<file path="src/rtl/timer_dev.sv">
// timer_dev: bus-programmable 32-bit down-counter driving a level IRQ.
// Define TIMER_DEV_MODE1_EN to enable periodic (Mode 1) auto-reload.
module timer_dev (
  input  logic        clk,
  input  logic        reset,
  input  logic [1:0]  Addr,
  input  logic        We,
  input  logic [31:0] DIn,
  output logic [31:0] DOut,
  output logic        IRQ
);

  typedef enum logic [1:0] {
    IDLE,
    LOAD,
    CNT,
    INT
  } state_e;

  state_e      state_q, state_d;
  logic [3:0]  ctrl_q, ctrl_d;
  logic [31:0] preset_q, preset_d;
  logic [31:0] count_q, count_d;
  logic        pend_q, pend_d;
  logic        irq_q;
  logic        wr_ctrl, wr_pre;
  logic        en_now, periodic;

  assign wr_ctrl = We && (Addr == 2'd0);
  assign wr_pre  = We && (Addr == 2'd1);
  // IDLE reacts to an Enable write on the same edge it lands
  assign en_now  = wr_ctrl ? DIn[0] : ctrl_q[0];

`ifdef TIMER_DEV_MODE1_EN
  assign periodic = (ctrl_q[2:1] == 2'd1);
`else
  assign periodic = 1'b0;
`endif

  always_comb begin
    state_d  = state_q;
    ctrl_d   = ctrl_q;
    preset_d = preset_q;
    count_d  = count_q;
    pend_d   = pend_q;
    if (wr_ctrl || wr_pre) pend_d = 1'b0;
    if (wr_pre) preset_d = DIn;
    case (state_q)
      IDLE: begin
        if (en_now) state_d = LOAD;
      end
      LOAD: begin
        count_d = preset_q;
        state_d = CNT;
      end
      CNT: begin
        if (!ctrl_q[0]) begin
          state_d = IDLE;
        end else if (count_q > 32'd1) begin
          count_d = count_q - 32'd1;
        end else begin
          count_d = '0;
          pend_d  = 1'b1;
          state_d = INT;
        end
      end
      INT: begin
        if (periodic) begin
          pend_d  = 1'b0;
          state_d = ctrl_q[0] ? LOAD : IDLE;
        end else begin
          ctrl_d[0] = 1'b0;
          state_d   = IDLE;
        end
      end
      default: state_d = IDLE;
    endcase
    // bus write beats the hardware Enable clear
    if (wr_ctrl) ctrl_d = DIn[3:0];
  end

  always_ff @(posedge clk) begin
    if (!reset) begin
      state_q  <= IDLE;
      ctrl_q   <= '0;
      preset_q <= '0;
      count_q  <= '0;
      pend_q   <= 1'b0;
      irq_q    <= 1'b0;
    end else begin
      state_q  <= state_d;
      ctrl_q   <= ctrl_d;
      preset_q <= preset_d;
      count_q  <= count_d;
      pend_q   <= pend_d;
      irq_q    <= pend_d & ctrl_d[3];
    end
  end

  always_comb begin
    DOut = '0;
    case (Addr)
      2'd0:    DOut = {28'd0, ctrl_q};
      2'd1:    DOut = preset_q;
      2'd2:    DOut = count_q;
      default: DOut = '0;
    endcase
  end

  assign IRQ = irq_q;

endmodule

</file>
<file path="config.mk">
export PLATFORM = sky130hd
export DESIGN_NAME = timer_dev
export DESIGN_NICKNAME = d
export VERILOG_FILES = /design/src/rtl/timer_dev.sv
export SDC_FILE = /design/constraint.sdc
export NUM_CORES = 1
export LEC_CHECK = 0
export CORE_MARGIN = 3
export CORE_UTILIZATION = 48
export CTS_CLUSTER_SIZE = 20
export DETAILED_ROUTE_END_ITERATION = 8
export GPL_ROUTABILITY_DRIVEN = 0
export GPL_TIMING_DRIVEN = 0
export MAX_ROUTING_LAYER = met4
export PLACE_DENSITY_LB_ADDON = 0.2
export SYNTH_ARGS = -nofsm -noshare
export SYNTH_HDL_FRONTEND = slang
export SYNTH_SLANG_ARGS = --single-unit
</file>
<file path="constraint.sdc">
create_clock -name clk -period 1.9 [get_ports clk]
set_input_delay 0.38 -clock clk [delete_from_list [all_inputs] [get_ports clk]]
set_output_delay 0.38 -clock clk [all_outputs]
set_load 0.02 [all_outputs]
</file>
==> impl_metrics.toml, run 1 <==
[timing]
fmax_mhz = 475.3
rsz0062_at_grt = "true"
setup_viol = 35
min_period_ps = 2104
worst_slew_pin_slew_ps = 663.9
fin_ws_ps = -203.8
period_share = 1.107
final_max_slew_viol_count = 0
clock_skew_ps = 8.021
hold_viol_final = 0
hold_ws_ps = 443.2
slew_headroom = 0.5574

[critical_path]
required_ps = 2170
max_stage_delay_ps = 450
crit_chain = "nand3b_1, clkbuf_2, clkbuf_2, nand2_1, o22ai_1"
path_buf_inv = 2
cp_slowest_cell = "dfxtp_1"
crit_start = "state_q[0]"
worstPathArrival_ps = 2370
critPathCaptureType = "flop"
worstPathMaxFanout = 10
crit_path_start_kind = "flop"
critPathTopFamily = "buffers and inverters"
critPathKind = "flop to flop"
rr_startpoint = "state_q[0]"
worst_path_most_repeated_cell = "clkbuf_2"

[cts]
cts_tree = "built"
htreeDepth = 3
clock_insertion_delay_worst_skew_ps = 360
cts_root_buffer = "clkbuf_8"
cts_buffers = 9
cts_sinks = 72
path_clk_slew_ps = 80
clockBufferDepth = 2

[run_status]
outcome = "finished with violations"
failed_checks = "setup timing"

[power_and_ir_drop]
power.leakage_nw = 2.111
vdd_drop_max_mv = 0.5125
cellPowerDensity_nw_per_um2 = 713.8
power_w = 0.003909

[yosys]
yosysUniqueCellTypes = 59
yosysTopAreaCell = "dfxtp_1"
postSynthAreaPerCell_sq_um = 7.832
ys_seq_area_frac = 0.3673
yosysWarningCount = 0
synth_top_area_frac = 0.3673
ys.flop_type = "dfxtp_1"
synth_area_sq_um = 3924
synth_edf_count = 0
syn-num-nets = 540
synth.area.top_cells = "dfxtp_1, nand2_1, a21oi_1"
synthArstFlopShare = 0
yosysMostFrequentCell = "nand2_1"
netlist_instances = 501
synth-seq-cells = 72
synth_common_cells = "nand2_1, dfxtp_1, a21oi_1"

[die]
start_util = 0.5000
die_width_microns = 96.41
coreArea_sq_um = 7848
num_rows = 32
dieHeight_microns = 96.41
design.die.area_sq_um = 9295
ios = 70

[layout]
drive_gt1_frac = 0.2739
area_growth_pct = 39.57
antenna_cells = 0
multiInputGateArea_sq_um = 2606
finalNonFillerCells = 708
seq_area_sq_um = 1474
fin_nets = 640
fillers = 652

[placed_design]
numPortBuffers = 67
place_hpwl_microns = 9044
dp_cells = 670

[detailed_routing]
viasPerCell = 6.444
first_iter_violations = 527
routedWlPerCell_microns = 20.11
antenna_left = 0
firstDrtPassIters = 6
vias = 4562
drc = 0
wirelength_microns = 14240

[min_path]
hold_path.class = "input port to flop"
hold_start = "Addr[0]"

[grt]
grt_overflow_total = 0
grt_pass1_vias = 4202
track_usage = 0.3015
grt_max_degree = 13
grt_antenna_before_repair = 0
grt_pass1_wl_microns = 20760

[job]
drv_cap = 0
==> worst reg2reg max path, cell delays in order, from the launching register on <==
cell and delay [ps]:
dfxtp_1 450, nand3b_1 200, clkbuf_2 370, clkbuf_2 360, nand2_1 350, o22ai_1 290
==> report_power, final <==
group	total [W]	internal [W]	switching (W)
Combinational	0.00107	0.000502	0.000568
Clock	0.00124	0.000640	0.000595
Sequential	0.00160	0.00155	0.0000577
Total	0.00391	0.00269	0.00122
==> cells in the final DEF (no fill, tap or decap), drive strengths merged, types with 7 or more instances in the layout <==
master and count:
nand2 84, dfxtp 72, buf 62, a21oi 61, clkbuf 41, clkdlybuf4s50 35, o21ai 32, nor2 31
a22o 28, mux2i 20, nor3 15, nor4 15, o22ai 13, nand3 11, or3 7
==> cell type report <==
type / instances / area share
clock inverters: 5 / 0.01028
inverters: 5 / 0.003427
well taps: 102 / 0.02330
plain buffers: 32 / 0.04684
clock buffers: 11 / 0.02582
flip-flops and latches: 72 / 0.2691
repair buffers: 97 / 0.1453
multi-input cells: 384 / 0.4759
==> registers in the layout (all words and copies together), names as in the netlist <==
signal / cells
IRQ: 1
state_q: 2
preset_q: 32
pend_q: 1
ctrl_q: 4
count_q: 32
==> metrics by stage <==
step,area (sq um),worst slack [ps],setup TNS (ps),util
2_1_floorplan,3963,-121.3,-2004,-
4_1_cts,5226,-230.0,-6167,0.6660
3_3_place_gp,4761,-1155,-57470,0.6067
3_5_place_dp,4761,-1146,-60220,0.6067
6_report,5477,-203.8,-4457,0.6979
5_1_grt,5477,-273.9,-7032,0.6979
==> logic make-up after synthesis <==
kind of cell,after synthesis,synth area share
multiplexers,20,0.05102
buffers and inverters,45,0.04464
AND/OR/NAND/NOR,190,0.2449
adder cells (fa/ha/maj),2,0.006377
flip-flops,72,0.3673
XOR/XNOR,5,0.01116
AO/OA/AOI/OAI,167,0.2746
==> per-layer routing <==
| layer | global-route usage | share of wire |
|---|---|---|
| met4 | 0.1180 | 0.041 |
| met1 | 0.3803 | 0.40 |
| met5 | - | 0 |
| met3 | 0.06352 | 0.10 |
| met2 | 0.4744 | 0.45 |
==> repair_timing <==
item,4_1_cts,5_1_grt
hold buffers,0,0
resized for setup,149,97
endpoints found under the setup margin,67,80
pin swaps,14,32
cloned,0,2
buffers inserted,13,15
==> worst paths after layout <==
kind | end | slack (ps) | depth (start not counted)
worst max-delay path | count_q[0] | -200 | 5
worst min-delay path | ctrl_q[0] | 440 | 3
worst max register to register | count_q[0] | -200 | 5
worst min register to register | preset_q[21] | 480 | 2
Note: power is estimated with default switching activity, not from simulation.
==> run 2: changes to the inputs <==
--- a/config.mk
+++ b/config.mk
@@ -12,7 +12,7 @@
 export GPL_ROUTABILITY_DRIVEN = 0
 export GPL_TIMING_DRIVEN = 0
 export MAX_ROUTING_LAYER = met4
-export PLACE_DENSITY_LB_ADDON = 0.2
+export PLACE_DENSITY = 0.86
 export SYNTH_ARGS = -nofsm -noshare
 export SYNTH_HDL_FRONTEND = slang
 export SYNTH_SLANG_ARGS = --single-unit
==> run 2 against run 1 <==
Effect of this change:
- the flow still finishes with violations (setup timing)
- cell count is 0.28% higher
- highest routed layer unchanged
- die area stayed put
- sequential share of layout area is 0.85 points lower
- non-clock buffer count is 2 higher
- worst setup slack worse by 280 ps
- flip-flop and latch count stayed put
- final area is 3.3% higher
- global-route usage is 4.0 points higher
- sequential power hardly changed
- core utilization is 2.3 points higher
- power is 7.1% higher
==> impl_metrics.toml, run 2 (same netlist as run 1, synthesis figures left out) <==
[critical_path]
worstPathArrival_ps = 2660
critPathTopFamily = "simple AND/OR/NAND/NOR gates"
crit_path_start_kind = "flop"
crit_chain = "or4_4, or3_1, buf_6, nor4_2, mux2i_1, o22ai_1"
max_stage_delay_ps = 530
required_ps = 2180
worstPathMaxFanout = 6
cp_slowest_cell = "or4_4"
path_buf_inv = 1
critPathCaptureType = "flop"
critPathKind = "flop to flop"

[detailed_routing]
drc = 0
viasPerCell = 6.948
vias = 4933
firstDrtPassIters = 7
antenna_left = 0
routedWlPerCell_microns = 23.51
wirelength_microns = 16690
first_iter_violations = 921

[timing]
slew_headroom = 0.5703
hold_ws_ps = 472.5
rsz0062_at_grt = "true"
min_period_ps = 2383
clock_skew_ps = 11.11
fin_ws_ps = -483.3
final_max_slew_viol_count = 0
worst_slew_pin_slew_ps = 644.5
setup_viol = 35
fmax_mhz = 419.6
fin_setup_tns_ps = -7236
period_share = 1.254
hold_viol_final = 0

[cts]
cts_root_buffer = "clkbuf_8"
cts_hold_buf = 0
clockBufferDepth = 2
clock_insertion_delay_worst_skew_ps = 360
cts_tree = "built"
cts_sinks = 72
htreeDepth = 3
path_clk_slew_ps = 80
cts_buffers = 9

[layout]
antenna_cells = 0
fillers = 546
final_common_cell = "nand2_1"
area_growth_pct = 44.23
final_util = 0.7211
mostFrequentLayoutCells = "nand2_1, dfxtp_1, a21oi_1"
reg_top3 = "count_q (32), preset_q (32), ctrl_q (4)"
multiInputGateArea_sq_um = 2699
drive_gt1_frac = 0.3059
fin_nets = 642
seq_area_sq_um = 1475

[grt]
track_usage = 0.3412
grt_antenna_before_repair = 0
grt_pass1_vias = 4704
grt_pass1_wl_microns = 23470
grt_overflow_total = 0
grt_max_degree = 13

[placed_design]
place_hpwl_microns = 8951
numPortBuffers = 67

[power_and_ir_drop]
power.leakage_nw = 2.137
combPwrFrac = 0.285
switching_power_w = 0.001322
vdd_drop_max_mv = 0.5171
cellPowerDensity_nw_per_um2 = 740.0
clkPwrFrac = 0.331
netSwitchingFraction = 0.3157
intPower_w = 0.002866
power_w = 0.004188
seqPwrFrac = 0.384

[job]
drv_cap = 0

[die]
dieHeight_microns = 96.41
die_width_microns = 96.41
num_rows = 32
design.die.area_sq_um = 9295
ios = 70
coreArea_sq_um = 7848
start_util = 0.5000

[run_status]
outcome = "finished with violations"
failed_checks = "setup timing"

[min_path]
hold_path.class = "input port to flop"
-- run 2: cell count changes in the layout (fill, tap and decap cells not counted), sizes merged --
cell	delta
bufinv	+1
buf	-6
clkinv	-2
clkbuf	+1
clkdlybuf4s15	+7
clkinvlp	+1
-- run 2: cell type report --
type,count,area share
multi-input cells,384,0.4769
flip-flops and latches,72,0.2607
repair buffers,97,0.1519
plain buffers,34,0.04510
clock buffers,11,0.02498
well taps,102,0.02255
clock inverters,5,0.01415
inverters,5,0.003759
-- run 2: worst paths after layout --
path / from / end / slack [ps] / cells after the start
setup / recovery: count_q[19] / count_q[24] / -480 / 6
hold reg to reg: preset_q[30] / preset_q[30] / 470 / 2
hold / removal: Addr[0] / ctrl_q[0] / 470 / 3
setup reg to reg: count_q[19] / count_q[24] / -480 / 6
-- run 2: what timing repair did --
action / in CTS / in global routing
gates cloned: 1 / 0
setup buffers: 17 / 13
endpoints found under the setup margin: 67 / 82
resized for setup: 179 / 77
pin swaps: 35 / 18
-- run 2: through the flow --
| stage | cells | worst slack [ps] | instance area (sq um) |
|---|---|---|---|
| floorplan | 501 | -121.3 | 3963 |
| global route | 710 | -655.4 | 5659 |
| finish | 710 | -483.3 | 5659 |
| detailed placement | 670 | -1150 | 4761 |
| global placement | 670 | -1121 | 4761 |
| CTS | 698 | -166.6 | 5510 |
-- run 2: worst register-to-register path, stage by stage, from the launching register on --
cell     delay [ps]
dfxtp_4         350
or4_4           530
or3_1           360
buf_6           160
nor4_2          530
mux2i_1         160
o22ai_1         210
-- run 2: routing by layer --
| metal | part of all wire | GRT usage | vias to the layer above |
|---|---|---|---|
| li1 | - | - | 2053 |
| met1 | 0.34 | 0.3845 | 2213 |
| met2 | 0.44 | 0.5290 | 477 |
| met3 | 0.14 | 0.1053 | 190 |
| met4 | 0.087 | 0.2103 | 0 |
| met5 | 0 | - | - |
-- run 2: power by group through the flow --
stage	clock network [W]	logic (W)	registers [W]
CTS	0.00136	0.00103	0.00160
global route	0.00143	0.00123	0.00161
floorplan	0	0.000489	0.00162
global placement	0	0.000716	0.00163
finish	0.00139	0.00119	0.00161
detailed placement	0	0.000729	0.00164
